**config.mk**
```make
export PLATFORM = sky130hd
export DESIGN_NAME = key_tracker
export DESIGN_NICKNAME = d
export VERILOG_FILES = /design/src/rtl/game_pkg.sv /design/src/rtl/box_overlap.sv /design/src/rtl/key_tracker.sv
export SDC_FILE = /design/constraint.sdc
export NUM_CORES = 1
export LEC_CHECK = 0
export CAP_MARGIN = 20
export CORE_UTILIZATION = 30
export CTS_CLUSTER_SIZE = 25
export DETAILED_ROUTE_END_ITERATION = 7
export HOLD_SLACK_MARGIN = 0.12
export PLACE_DENSITY = 0.5
export SLEW_MARGIN = 20
export SYNTH_ARGS = -nofsm -noshare
export SYNTH_HDL_FRONTEND = slang
export SYNTH_HIERARCHICAL = 1
export SYNTH_SLANG_ARGS = --single-unit
```
**constraint.sdc**
```tcl
create_clock -name clk -period 3.7 [get_ports clk]
set_clock_uncertainty 0.05 [all_clocks]
set_input_delay 0.74 -clock clk [delete_from_list [all_inputs] [get_ports clk]]
set_output_delay 0.74 -clock clk [all_outputs]
set_load 0.02 [all_outputs]
```
**src/rtl/game_pkg.sv**
```systemverilog
// Shared game-logic definitions: top-level state codes, key_find codes,
// key-tracker FSM states and the key box geometry used by the sprite renderer.
package game_pkg;

    // Top-level game state as driven by the main game FSM.
    typedef enum logic [3:0] {
        GS_TITLE    = 4'd0,
        GS_STORY    = 4'd1,
        GS_STAGE1   = 4'd2,
        GS_SUCCESS1 = 4'd3,
        GS_STAGE2   = 4'd4,
        GS_SUCCESS2 = 4'd5,
        GS_STAGE3   = 4'd6,
        GS_CLEAR    = 4'd7,
        GS_FAIL     = 4'd8
    } game_state_t;

    // key_find codes: which key/light sprite is active.
    typedef enum logic [1:0] {
        KF_NONE       = 2'd0,
        KF_FIND_KEY   = 2'd1,
        KF_FIND_LIGHT = 2'd2,
        KF_FIND_DOOR  = 2'd3
    } key_find_t;

    // Key tracker control states.
    typedef enum logic [2:0] {
        KT_IDLE     = 3'd0,
        KT_SEARCH   = 3'd1,
        KT_HOLD     = 3'd2,
        KT_COOLDOWN = 3'd3,
        KT_DONE     = 3'd4
    } kt_state_t;

    // Key box geometry in 320x240 space.
    localparam int KEY_SIZE = 20;
    localparam int KEY0_X   = 65;
    localparam int KEY0_Y   = 35;
    localparam int KEY1_X   = 235;
    localparam int KEY1_Y   = 35;
    localparam int KEY2_X   = 235;
    localparam int KEY2_Y   = 205;

endpackage

```
**src/rtl/box_overlap.sv**
```systemverilog
// Combinational axis-aligned box overlap test between the player hitbox
// (PLAYER_W square) and a key box (KEY_SIZE square). Sums are 10 bits wide
// so right/bottom edges never wrap.
module box_overlap #(
    parameter int PLAYER_W = 16,
    parameter int KEY_SIZE = 20
) (
    input  logic [8:0] px,
    input  logic [8:0] py,
    input  logic [8:0] kx,
    input  logic [8:0] ky,
    output logic       hit
);

    logic [9:0] p_right, p_bottom, k_right, k_bottom;
    logic       x_hit, y_hit;

    // Edges of both boxes and the per-axis interval overlap.
    always_comb begin
        p_right  = {1'b0, px} + 10'(PLAYER_W);
        p_bottom = {1'b0, py} + 10'(PLAYER_W);
        k_right  = {1'b0, kx} + 10'(KEY_SIZE);
        k_bottom = {1'b0, ky} + 10'(KEY_SIZE);
        x_hit    = ({1'b0, px} < k_right)  && (p_right  > {1'b0, kx});
        y_hit    = ({1'b0, py} < k_bottom) && (p_bottom > {1'b0, ky});
        hit      = x_hit && y_hit;
    end

endmodule

```
**src/rtl/key_tracker.sv**
```systemverilog
// Key-collection progress for STAGE1. Tracks which key is active, requires
// interact to be held for HOLD_FRAMES frames while overlapping the key, and
// pulses key_pickup / keys_done toward the top-level game FSM.
// Optional feature macro: KEY_SKIP_EN (adds skip_key; a rising edge forces
// an immediate pickup in SEARCH/HOLD/COOLDOWN).
//
// Handshake note: there is no valid/ready traffic here. key_pickup and
// keys_done are single-cycle registered pulses with no backpressure; the
// consumer must sample them on the cycle they are high.
module key_tracker
#(
    parameter int HOLD_FRAMES = 30,
    parameter int PLAYER_W    = 16,
    parameter int KEY_SIZE    = game_pkg::KEY_SIZE,
    parameter int KEY0_X      = game_pkg::KEY0_X,
    parameter int KEY0_Y      = game_pkg::KEY0_Y,
    parameter int KEY1_X      = game_pkg::KEY1_X,
    parameter int KEY1_Y      = game_pkg::KEY1_Y,
    parameter int KEY2_X      = game_pkg::KEY2_X,
    parameter int KEY2_Y      = game_pkg::KEY2_Y
) (
    input  logic       clk,
    input  logic       rst_n,
    input  logic [3:0] state,
    input  logic       frame_tick,
    input  logic [8:0] player_x,
    input  logic [8:0] player_y,
    input  logic       interact,
`ifdef KEY_SKIP_EN
    input  logic       skip_key,
`endif
    output logic [1:0] key_find,
    output logic       key_pickup,
    output logic       keys_done,
    output logic [4:0] hold_progress
);

    import game_pkg::*;

    kt_state_t  fsm, fsm_nxt;
    logic [1:0] key_find_nxt;
    logic [4:0] cnt, cnt_nxt, cnt_inc;
    logic       pickup_nxt, done_nxt, do_pickup;
    logic [3:0] prev_state;
    logic [8:0] kx, ky;
    logic       box_hit, overlap, engaged;
    logic       in_stage, entering, skip_edge;

    // Origin of the currently active key.
    always_comb begin
        kx = 9'(KEY0_X);
        ky = 9'(KEY0_Y);
        case (key_find)
            2'd1: begin kx = 9'(KEY1_X); ky = 9'(KEY1_Y); end
            2'd2: begin kx = 9'(KEY2_X); ky = 9'(KEY2_Y); end
            default: begin kx = 9'(KEY0_X); ky = 9'(KEY0_Y); end
        endcase
    end

    box_overlap #(
        .PLAYER_W (PLAYER_W),
        .KEY_SIZE (KEY_SIZE)
    ) u_box (
        .px  (player_x),
        .py  (player_y),
        .kx  (kx),
        .ky  (ky),
        .hit (box_hit)
    );

    // Once all keys are found nothing is left to overlap.
    assign overlap  = box_hit && (key_find != KF_FIND_DOOR);
    assign engaged  = overlap && interact;
    assign in_stage = (state == GS_STAGE1);
    assign entering = in_stage && (prev_state != GS_STAGE1);
    assign cnt_inc  = cnt + 5'd1;

`ifdef KEY_SKIP_EN
    logic skip_prev;
    assign skip_edge = skip_key && !skip_prev;

    // Previous skip_key level for rising-edge detection.
    always_ff @(posedge clk) begin
        if (!rst_n) skip_prev <= 1'b0;
        else        skip_prev <= skip_key;
    end
`else
    assign skip_edge = 1'b0;
`endif

    // Next-state, counter and pulse logic; leaving STAGE1 overrides all else.
    always_comb begin
        fsm_nxt      = fsm;
        key_find_nxt = key_find;
        cnt_nxt      = cnt;
        pickup_nxt   = 1'b0;
        done_nxt     = 1'b0;
        do_pickup    = 1'b0;
        if (!in_stage) begin
            fsm_nxt = KT_IDLE;
            cnt_nxt = 5'd0;
        end else begin
            case (fsm)
                KT_IDLE: begin
                    if (entering) begin
                        key_find_nxt = KF_NONE;
                        cnt_nxt      = 5'd0;
                        fsm_nxt      = KT_SEARCH;
                    end
                end
                KT_SEARCH: begin
                    if (skip_edge) begin
                        do_pickup = 1'b1;
                    end else if (engaged) begin
                        fsm_nxt = KT_HOLD;
                        cnt_nxt = 5'd0;
                    end
                end
                KT_HOLD: begin
                    if (skip_edge) begin
                        do_pickup = 1'b1;
                    end else if (!engaged) begin
                        fsm_nxt = KT_SEARCH;
                        cnt_nxt = 5'd0;
                    end else if (frame_tick) begin
                        if (cnt_inc == 5'(HOLD_FRAMES)) do_pickup = 1'b1;
                        else                            cnt_nxt   = cnt_inc;
                    end
                end
                KT_COOLDOWN: begin
                    cnt_nxt = 5'd0;
                    if (skip_edge)     do_pickup = 1'b1;
                    else if (!interact) fsm_nxt  = KT_SEARCH;
                end
                KT_DONE: begin
                    cnt_nxt = 5'd0;
                end
                default: begin
                    fsm_nxt = KT_IDLE;
                    cnt_nxt = 5'd0;
                end
            endcase
        end
        // A pickup shows a full progress bar for the pulse cycle.
        if (do_pickup) begin
            key_find_nxt = key_find + 2'd1;
            pickup_nxt   = 1'b1;
            cnt_nxt      = 5'(HOLD_FRAMES);
            if (key_find_nxt == KF_FIND_DOOR) begin
                done_nxt = 1'b1;
                fsm_nxt  = KT_DONE;
            end else begin
                fsm_nxt  = KT_COOLDOWN;
            end
        end
    end

    // State, counter, key progress and pulse registers.
    always_ff @(posedge clk) begin
        if (!rst_n) begin
            fsm        <= KT_IDLE;
            cnt        <= 5'd0;
            key_find   <= KF_NONE;
            key_pickup <= 1'b0;
            keys_done  <= 1'b0;
            prev_state <= GS_TITLE;
        end else begin
            fsm        <= fsm_nxt;
            cnt        <= cnt_nxt;
            key_find   <= key_find_nxt;
            key_pickup <= pickup_nxt;
            keys_done  <= done_nxt;
            prev_state <= state;
        end
    end

    assign hold_progress = cnt;

endmodule
```
## After elaboration in Yosys (flattened, before gate mapping)

Cells that the tools add are included.

| operators by class | value |
|---|---|
| bitwise logic cells | 2 |
| multiplexer cells | 29 |
| order comparisons | 4 |
| add/subtract/negate cells | 6 |
| reduce and logical (&&, ||, !) cells | 17 |
| equal/unequal tests | 22 |

Operators by type and width:

| cell | count |
|---|---|
| $mux W5 | 7 |
| $mux W3 | 7 |
| $add A9 B5 Y10 const B | 2 |
| $gt A10 B8 Y1 | 2 |
| $lt A9 B10 Y1 | 2 |
| $add A8 B5 Y9 const B | 2 |
| $mux W8 | 2 |
| $ne A4 B4 Y1 const B | 4 |
| $pmux W3 S5 | 1 |
| $pmux W5 S3 | 1 |
| $ne A5 B5 Y1 const B | 2 |
| $ne A3 B3 Y1 const B | 3 |
| $mux W2 | 4 |
| $reduce_and A4 Y1 | 2 |
| $mux W1 | 7 |
| $eq A3 B2 Y1 const B | 2 |
| $logic_and A1 B1 Y1 | 6 |
| $ne A2 B2 Y1 const B | 3 |
| $reduce_bool A2 Y1 | 3 |
| $add A5 B1 Y5 const B | 1 |
| $eq A5 B5 Y1 const B | 1 |
| $reduce_and A5 Y1 | 1 |
| $eq A2 B2 Y1 const B | 2 |
| $eq A4 B2 Y1 const B | 1 |
| other kinds (11) | 12 |

| storage, ports and cells | value |
|---|---|
| register bits after elaboration | 16 |
| output and inout bits | 9 |
| word-level logic and storage cells | 87 |
| input port bits | 26 |

## Longest topological paths before layout

Gate-level depths: netlist of run 1.

| logic depth | value |
|---|---|
| depth in word-level cells | 14 |
| depth in mapped cells | 17 |
| depth with buffers taken out | 17 |

## Cells and area by module

The synthesis of run 1 kept the hierarchy.

Modules (own cells, without submodules):

| module | area an instance (um^2) | cells each | sequential area each (um^2) | instances |
|---|---|---|---|---|
| box_overlap | 1116.1 | 143 | 0.0 | 1 |
| key_tracker | 937.1 | 105 | 320.3 | 1 |

## Worst setup path after synthesis of run 1

Ideal clock, no wire load.

| timing path | value |
|---|---|
| path type | register -> register |
| start point | reg key_find[1] |
| end point | reg key_find[1] |
| library setup time | 0.069 ns |
| clock period less this slack | 4.123 ns |
| data arrival time | 4.004 ns |
| buffers on the path | 0 |
| cell stages (with the launch flop) | 17 |
| slack | -0.423 ns |
| required time | 3.581 ns |
| cell sequence | dfxtp_1 -> ha_1 -> inv_1 -> o21ai_1 -> nand3_1 -> xnor2_1 -> ha_1 -> a21o_1 -> a21oi_1 -> a31oi_1 -> or4b_1 -> nor4bb_1 -> nand3b_1 -> nor3b_4 -> o21ai_2 -> or4b_1 -> o21ai_1 |

| on the way | value |
|---|---|
| elaborated cells between the ends (all ways) | 26 |
| classes of those cells | 3 x add/sub; 4 x order compare; 3 x eq/ne; 6 x mux; 10 x reduce/logical |

RTL lines:

| what | RTL line | text |
|---|---|---|
| start, declared | key_tracker.sv:32 | `output logic [1:0] key_find,` |
| start signal, assigned | key_tracker.sv:170 | `key_find <= key_find_nxt;` |
| $eq A2 B2 Y1 (*) | key_tracker.sv:53 | `case (key_find)` |
| $mux W8 (*) | key_tracker.sv:53 |  |
| net ky[2] | key_tracker.sv:45 | `logic [8:0] kx, ky;` |
| $add A8 B5 Y9 | box_overlap.sv:23 | `k_bottom = {1'b0, ky} + 10'(KEY_SIZE);` |
| $lt A9 B10 Y1 | box_overlap.sv:25 | `y_hit = ({1'b0, py} < k_bottom) && (p_bottom > {1'b0, ky});` |
| $logic_and A1 B1 Y1 (*) | box_overlap.sv:25 |  |
| $logic_and A1 B1 Y1 (*) | box_overlap.sv:26 | `hit = x_hit && y_hit;` |
| net box_hit | key_tracker.sv:46 | `logic box_hit, overlap, engaged;` |
| $logic_and A1 B1 Y1 (*) | key_tracker.sv:72 | `assign overlap = box_hit && (key_find != KF_FIND_DOOR);` |
| $logic_and A1 B1 Y1 (*) | key_tracker.sv:73 | `assign engaged = overlap && interact;` |
| $mux W1 (*) | key_tracker.sv:122 | `end else if (!engaged) begin` |
| $mux W1 (*) | -- |  |
| $mux W1 (*) | key_tracker.sv:99 | `if (!in_stage) begin` |
| $reduce_bool A2 Y1 (no line) | -- |  |
| $reduce_and A3 Y1 (no line) | -- |  |

Mark *: on every way through the listed nets, which the timed path passes. The rest lies on a longest branch.
A chain may end at the register's enable or synchronous reset.

## Worst setup path in the final report of run 1

| timing path | value |
|---|---|
| start point | in player_x[5] |
| end point | reg key_find[1] |

| on the way | value |
|---|---|
| cells in the longest elaborated chain, start to end | 11 |
| elaborated cells between the ends (all ways) | 15 |
| classes of those cells | 1 x add/sub; 2 x order compare; 4 x mux; 8 x reduce/logical |

RTL lines:

| what | RTL line | text |
|---|---|---|
| start, declared | key_tracker.sv:26 | `input logic [8:0] player_x,` |
| $add A9 B5 Y10 | box_overlap.sv:20 | `p_right = {1'b0, px} + 10'(PLAYER_W);` |
| $gt A10 B8 Y1 | box_overlap.sv:24 | `x_hit = ({1'b0, px} < k_right) && (p_right > {1'b0, kx});` |
| $logic_and A1 B1 Y1 (*) | box_overlap.sv:24 |  |
| $logic_and A1 B1 Y1 (*) | box_overlap.sv:26 |  |
| net box_hit | key_tracker.sv:46 |  |
| $logic_and A1 B1 Y1 (*) | key_tracker.sv:72 |  |
| $logic_and A1 B1 Y1 (*) | key_tracker.sv:73 |  |
| $mux W1 (*) | key_tracker.sv:122 |  |
| $mux W1 (*) | -- |  |
| $mux W1 (*) | key_tracker.sv:99 |  |
| $reduce_bool A2 Y1 (no line) | -- |  |
| $reduce_and A3 Y1 (no line) | -- |  |

Marked as above.

==> impl.org, run 1 <==
** Detailed routing
- The first routing iteration left 53 violations.
- Wires add up to 5460 um.
- In the final routed layout, each cell accounts on average for 12.2 um.
- Number of design rule violations left after detail routing :: 0
- Initial DRT Pass Iterations :: 6
- Summing over every cut layer, the via total after detailed routing is between 2,000 and 2,500.
- The count of nets left with antenna violations once routing finished came out at 0.
- Avg Vias per Cell :: 4.78

** Cells and area
- After filler insertion, the fill cell instance count of the layout stands at 637.
- The library cell used most frequently in the layout, excluding fill and tap cells, is sky130_fd_sc_hd__buf_4.
- The net count of the finished layout is 437.
- Cells with a size suffix above 1 make up 31.6% of the layout.
- The library cells used most frequently in the layout, excluding fill and tap cells, are sky130_fd_sc_hd__buf_4, sky130_fd_sc_hd__ha_1, sky130_fd_sc_hd__clkdlybuf4s50_1.
- Number of antenna diodes :: 0
- Leaving out filler cells and counting taps, the final layout contains 447.
- The area growth from synthesis to layout is 61.6%.

** Floorplanning
- Once the floorplan was initialized, standard cells occupied 31.6% of the core.
- DIE AREA :: 7180 um2
- Core outline area :: 6490 um2
- In this run the vertical extent of the chip is 84.7 um.
- After floorplanning, the core was divided into 29 placement rows.
- The die is 84.7 um wide.
- 35 I/O pins were placed.

** Clock tree
- Inserted Clock Buffers :: 3
- Sinks on the clock net :: 16
- Clock-pin slew was measured on the worst setup and hold paths at approximately 0.07 ns.
- Buffers inserted to repair hold after CTS numbered 0.
- Clock root buffer master :: sky130_fd_sc_hd__clkbuf_8
- Clock tree from TritonCTS :: built
- H-tree Lvls :: 1
- Counting along the longest clock path gives a buffer depth of 2.
- Worst-skew pair later-pin latency :: 0.26 ns

** Yosys
- Main flop type after synthesis :: sky130_fd_sc_hd__dfxtp_1
- Synthesis produced a netlist whose cell count is roughly 250.
- Proportion of synthesized flip-flops having asynchronous set or reset :: 0%
- Count of warnings emitted by yosys :: 6
- Dividing the synthesized area by the synthesized cell count gives around 8.3 um2.
- The number of different library cells used by synthesis comes to 59.
- Fraction of the yosys area taken by sequential cells :: ~16%
- The synthesized design contains 16 register bits.
- Summing every instance area after synthesis gives 2050 um2.
- Counting flops with a built-in enable in the synthesized netlist gives 0.

** STA
- Final setup violation count :: 9
- Peak clock frequency supported by timing :: 262 MHz
- Dividing the final minimum period by the clock period gives 103%.
- The hold violation count in the final report is 0.
- Setup total negative slack :: -0.518 ns
- After layout, the minimum clock period comes to approximately 3.8 ns.
- At the pin with the least slew margin, the transition time is 0.745 ns.
- After layout, the worst setup slack is -0.120 ns.
- Slew Viols, Final :: 0
- Setup repair after global routing could not meet its margin everywhere.
- Headroom to the max-slew limit came out at 49.6%.
- Across all hold checks on the routed design, the worst slack comes to 0.528 ns.

** Setup path
- Crit-path cells :: clkdlybuf4s15_1 > ha_2 > buf_4 > xor2_1 > ha_1 > nand3_2 > nand2b_4 > o32ai_1 > or4b_4 > nor4bb_4 > nand3b_1 > nor3b_4 > o21ai_2 > or4b_1 > o21ai_1
- The largest single stage delay on the critical path is between 0.5 and 0.6 ns.
- Endpoint kind of the worst setup timing path :: register
- Master of the slowest instance on the critical path :: sky130_fd_sc_hd__or4b_4
- STA classifies the critical path startpoint as an input port.
- Crit path arrival time :: 3.95 ns
- Dominant delay contributor by cell family on the critical path :: simple AND/OR/NAND/NOR gates
- Sum of buffers and inverters on the critical path :: 2
- At the worst endpoint, the required time is 3.83 ns.
- Type of the setup path with the least slack :: input port to register
- In this run the worst path has a maximum fanout of 3.

** Global route
- The via count of the first global-routing pass came to 2,066.
- Residual overflow from global routing :: 0
- The first global-routing pass estimated 9160 um of wire.
- The number of antenna violations at the first check in global routing came to 0.
- Largest net degree at the start of global routing :: 11
- In the global route stage, overall resource usage came out at 15.6%.

** Pwr
- Overall power consumption :: 0.526 mW
- Sequential share of power :: 33.2%
- Max rail drop VDD :: 0.000120 V
- Power spread over the standard cell area amounts to 158 nW/um2.
- Internal power :: 0.375 mW
- The share of total power dissipated in the clock network is 30.4%.
- Share of total power in combinational logic :: 36.5%
- Summed over all nets, the switching power comes to 0.151 mW.
- Leakage component of the power :: 1.49 nW
- Switch share :: 28.7%

** Job
- Across the run, the number of max-cap violations was 0.

** Placement
- Final weighted congestion in routability-driven placement :: 0.788
- Count of placed standard cells including taps :: about 430
- The wire-length estimate of the detail-placed layout is 4340 um.
- During placement, the flow inserted port buffers numbering 34.

** Status
- The flow ran to the end, but the final reports show violations.
- The final reports fail on setup timing.

** Worst hold path
- Path category of the worst min-delay check :: register to register
cells in the mapped netlist (all sizes together) (3+ instances only):
cell type  count  area [um2]
and4           3        26.3
ha            40         500
nor3           4        25.0
a211oi         4        30.0
nor2          12        45.0
nand3b         3        22.5
dfxtp         16         320
nand3         16        80.1
o21a           3        22.5
inv           30         113
nor3b          3        38.8
and2           5        31.3
xor2           6        52.6
a21o           6        45.0
nand2         13        48.8
or4b           3        33.8
nand4          3        18.8
a21boi         3        22.5
a21oi         13        68.8
xnor2         12         105
o41ai          3        26.3
o21ai          9        60.1
tightest hold or removal path: stages (launching register included):
cell	delay, ns
sky130_fd_sc_hd__dfxtp_1	0.39
sky130_fd_sc_hd__nand3_2	0.09
sky130_fd_sc_hd__o41ai_2	0.06
state kept, by name (all words and copies together) (netlist names):
| name | count |
|---|---|
| prev_state | 4 |
| key_pickup | 1 |
| hold_progress | 5 |
| keys_done | 1 |
| fsm | 3 |
| key_find | 2 |
stage by stage:
stage	cell area, um2	setup slack [ns]	utilization [%]
after detailed placement	2970	-0.706	45.8
after floorplan	2190	-0.266	-
after CTS	3200	-0.149	49.2
after global placement	2970	-0.630	45.8
after global routing	3320	-0.327	51.1
final	3320	-0.120	51.1
power by group through the flow:
stage / Sequential [mW] / Clock, mW / Combinational [mW]
after CTS: 0.174 / 0.164 / 0.182
after global routing: 0.175 / 0.172 / 0.213
after floorplan: 0.178 / 0 / 0.0911
after global placement: 0.178 / 0 / 0.170
final: 0.174 / 0.160 / 0.192
after detailed placement: 0.178 / 0 / 0.172
cell families after synthesis:
group,share of synthesized area [%]
adders and majority gates,24.4
AOI/OAI and AO/OA,22.4
other,0.366
xor gates and xnor gates,7.68
DFF,15.6
buffers and inverters,6.09
and+or+nand+nor,23.0
muxes,0.488
layout make-up:
class                           count  area (um2)  area share (%)
Multi-Input combinational cell    222        1890            56.9
Inverter                           30         120            3.62
Clock buffer                        4        55.1            1.66
Tap cell                           77        96.3            2.90
Sequential cell                    16         328            9.88
Timing Repair Buffer               98         832            25.1
worst paths after layout:
| check | startpoint | end | slack (ns) | cells past startpoint |
|---|---|---|---|---|
| min | hold_progress[1] | hold_progress[1] | 0.53 | 2 |
| min reg2reg | hold_progress[1] | hold_progress[1] | 0.53 | 2 |
| max | player_x[5] | key_find[1] | -0.12 | 15 |
| max reg2reg | key_find[0] | key_find[1] | -0.11 | 17 |
per-layer routing:
metal	wire [um]	up-vias	part of all wire [%]	GRT usage (%)
li1	-	1131	-	-
met1	2640	969	48	21.3
met2	2640	30	48	26.0
met3	121	6	2.2	2.36
met4	51	0	0.93	3.24
met5	0	-	0	0
what timing repair did:
action,in CTS,in global routing
buffers inserted,11,5
setup endpoints to repair,12,12
resized for setup,34,21
endpoints found under the hold margin,0,0
cloned,0,0
pin swaps,24,13
Power figures use the tool's default switching activity.
==> run 2, diff against run 1 <==
- HOLD_SLACK_MARGIN: 0.12 -> unset
- MAX_ROUTING_LAYER: unset -> met4
==> run 2 against run 1 <==
Compared with the run above:
- the flow still finishes with violations (setup timing)
- global-route usage increased by 0.47 points
- sequential power about the same
- setup slack got worse by 0.0022 ns
- combinational power about the same
- clock power about the same
- critical endpoint unchanged
- highest routed layer unchanged
==> impl.org, run 2 (same netlist as run 1, synthesis figures left out) <==
** Setup path
- Type of the setup path with the least slack :: input port to register (unchanged)
- Required time worst endpoint :: 3.83 ns (about the same)
- The nature of the critical path startpoint was an input port (unchanged).
- The reg-to-reg startpoint was key_find[0] (unchanged).
- The endpoint type of the worst setup path is a register (unchanged).
- The signal arrival time at the worst endpoint was 3.95 ns (about the same).
- The largest driver fanout on the critical path is 3 (unchanged).
- Startpoint of the most critical setup path :: player_x[5] (unchanged)

** Status
- Failing checks: setup timing (unchanged).
- Run status: complete, but fails checks (unchanged).

** Worst hold path
- Path category of the worst min-delay check :: register to register (unchanged)
- Worst hold start :: hold_progress[1] (unchanged)

** Clock tree
- Worst-skew pair later-pin latency :: 0.26 ns (about the same)
- Inserted Clock Buffers :: 3 (unchanged)
- Clock root buffer master :: sky130_fd_sc_hd__clkbuf_8 (unchanged)
- The maximum level of the CTS H-tree came to 1 (unchanged).
- Clock Pin Slew Worst Setup and Hold Paths :: 0.07 ns (about the same)
- The total clock sinks came to 16 (unchanged).
- The number of buffers added to fix hold violations after cts came to 0 (unchanged).
- Maximum buffer depth of the clock tree :: 2 (unchanged)
- Clock tree from TritonCTS :: built (unchanged)

** STA
- Setup repair after global routing missed its margin :: true (unchanged)
- Slew @ Worst Pin :: 0.744 ns (was 0.745 ns)
- Slew Viols, Final :: 0 (unchanged)
- The setup TNS was -0.522 ns (was -0.518 ns).
- Post-Route Hold Slack :: 0.528 ns (about the same)
- The minimum clock period after layout came to 3.82 ns (about the same).
- Final setup violation count :: 9 (unchanged)
- The hold violation count in the final report came to 0 (unchanged).
- The smallest setup slack after layout was -0.122 ns (was -0.120 ns).
- The period utilization came to 103% (about the same).
- Peak clock frequency supported by timing :: 262 MHz (about the same)
- Worst slew margin relative to its limit :: 49.7% (was 49.6%)

** Detailed routing
- The first-pass iteration count of the detailed router is 6 (unchanged).
- Routed length per placed instance :: 12.2 um (about the same)
- The total routed wirelength was 5460 um (about the same).
- Avg Vias per Cell :: 4.77 (was 4.78)
- Routed vias :: 2,133 (was 2,136)
- The post-detailed-route count of antenna-violating nets was 0 (unchanged).
- Number of design rule violations left after detail routing :: 0 (unchanged)
- Iteration-0 DRC Markers :: 66 (was 53)

** Floorplanning
- The die boundary width was 84.7 um (unchanged).
- Core outline area :: 6490 um2 (unchanged)
- The number of top-level pins came to 35 (unchanged).
- The count of standard-cell rows was 29 (unchanged).
- Height of the die :: 84.7 um (unchanged)
- The starting density of the core came to 31.6% (unchanged).
- The area enclosed by the die boundary was 7180 um2 (unchanged).

** Placement
- The quantity of I/O buffers inserted on ports is 34 (unchanged).
- Final weighted congestion in routability-driven placement :: 0.799 (was 0.788)
- HPWL after detailed placement :: 4340 um (unchanged)

** Cells and area
- The antenna cell count came to 0 (unchanged).
- The filler cell count in the final layout was 637 (unchanged).
- Largest register FFs :: 5 (unchanged)
- The fraction of final layout cells with drive strength greater than 1 was 31.6% (unchanged).
- The number of nets in the finished design came to 437 (unchanged).
- Post-Route Utilization :: 51.1% (unchanged)
- Most frequent cells in the layout :: sky130_fd_sc_hd__buf_4, sky130_fd_sc_hd__ha_1, sky130_fd_sc_hd__clkdlybuf4s50_1 (unchanged)
- The area growth from synthesis to final layout came to 61.6% (unchanged).
- The most common cell after layout, fill and taps aside was sky130_fd_sc_hd__buf_4 (unchanged).

** Global route
- First-pass GRT wire length :: 9160 um (about the same)
- Initial antenna violation count :: 0 (unchanged)
- Vias in the first global route :: 2,072 (was 2,066)
- The overall global routing resource usage is 16.1% (was 15.6%).
- Largest net degree at the start of global routing :: 11 (unchanged)
- Residual overflow from global routing :: 0 (unchanged)

** Pwr
- The worst vdd rail ir drop is 0.000120 V (about the same).
- Power density over the cells :: 159 nW/um2 (was 158 nW/um2)
- The leakage dissipation was 1.49 nW (unchanged).
- Overall power consumption :: 0.526 mW (about the same)

** Job
- The number of violations of the max-capacitance limit was 0 (unchanged).
run 2: cell counts in the layout (fill, tap and decap cells not counted):
No cell type changed its count.
run 2: area by class of cell:
class                           instances  area, um2  share of cell area, %
Clock buffer                            4       55.1                   1.66
Tap cell                               77       96.3                   2.90
Sequential cell                        16        328                   9.88
Multi-Input combinational cell        222       1890                   56.9
Timing Repair Buffer                   98        832                   25.1
Inverter                               30        120                   3.62
run 2: metal layers:
metal / vias up / global-route usage, % / wire [um]
li1: 1132 / - / -
met1: 967 / 21.3 / 2670
met2: 28 / 26.0 / 2620
met3: 6 / 2.36 / 116
met4: 0 / 3.24 / 51
met5: - / - / 0
run 2: what timing repair did:
| action | 4_1_cts | 5_1_grt |
|---|---|---|
| pin swaps | 24 | 13 |
| gates resized for setup | 34 | 21 |
| endpoints found under the setup margin | 12 | 12 |
| buffers inserted | 11 | 5 |
run 2: report_power, final:
group / leakage (nW) / internal, mW / switching, mW / total, mW
clock network: 0.0288 / 0.0946 / 0.0652 / 0.160
logic: 1.33 / 0.107 / 0.0849 / 0.192
registers: 0.132 / 0.173 / 0.00110 / 0.174
total: 1.49 / 0.375 / 0.151 / 0.526
run 2: final timing paths:
path / end / slack (ns) / cells past startpoint
max: key_find[1] / -0.12 / 15
min: hold_progress[1] / 0.53 / 2
max reg2reg: key_find[1] / -0.12 / 17
min reg2reg: hold_progress[1] / 0.53 / 2
run 2: worst max-delay path, cell delays in order:
cell and delay [ns]:
sky130_fd_sc_hd__clkdlybuf4s15_1 0.19, sky130_fd_sc_hd__ha_2 0.19, sky130_fd_sc_hd__buf_4 0.13, sky130_fd_sc_hd__xor2_1 0.14, sky130_fd_sc_hd__ha_1 0.31, sky130_fd_sc_hd__nand3_2 0.08
sky130_fd_sc_hd__nand2b_4 0.11, sky130_fd_sc_hd__o32ai_1 0.08, sky130_fd_sc_hd__or4b_4 0.56, sky130_fd_sc_hd__nor4bb_4 0.33, sky130_fd_sc_hd__nand3b_1 0.19, sky130_fd_sc_hd__nor3b_4 0.24
sky130_fd_sc_hd__o21ai_2 0.09, sky130_fd_sc_hd__or4b_1 0.49, sky130_fd_sc_hd__o21ai_1 0.08
run 2: stage by stage:
stage | area, um2 | cells | setup WS, ns
global route | 3320 | 447 | -0.327
floorplan | 2190 | 270 | -0.266
finish | 3320 | 447 | -0.122
CTS | 3200 | 442 | -0.149
detailed placement | 2970 | 427 | -0.706
global placement | 2970 | 427 | -0.630
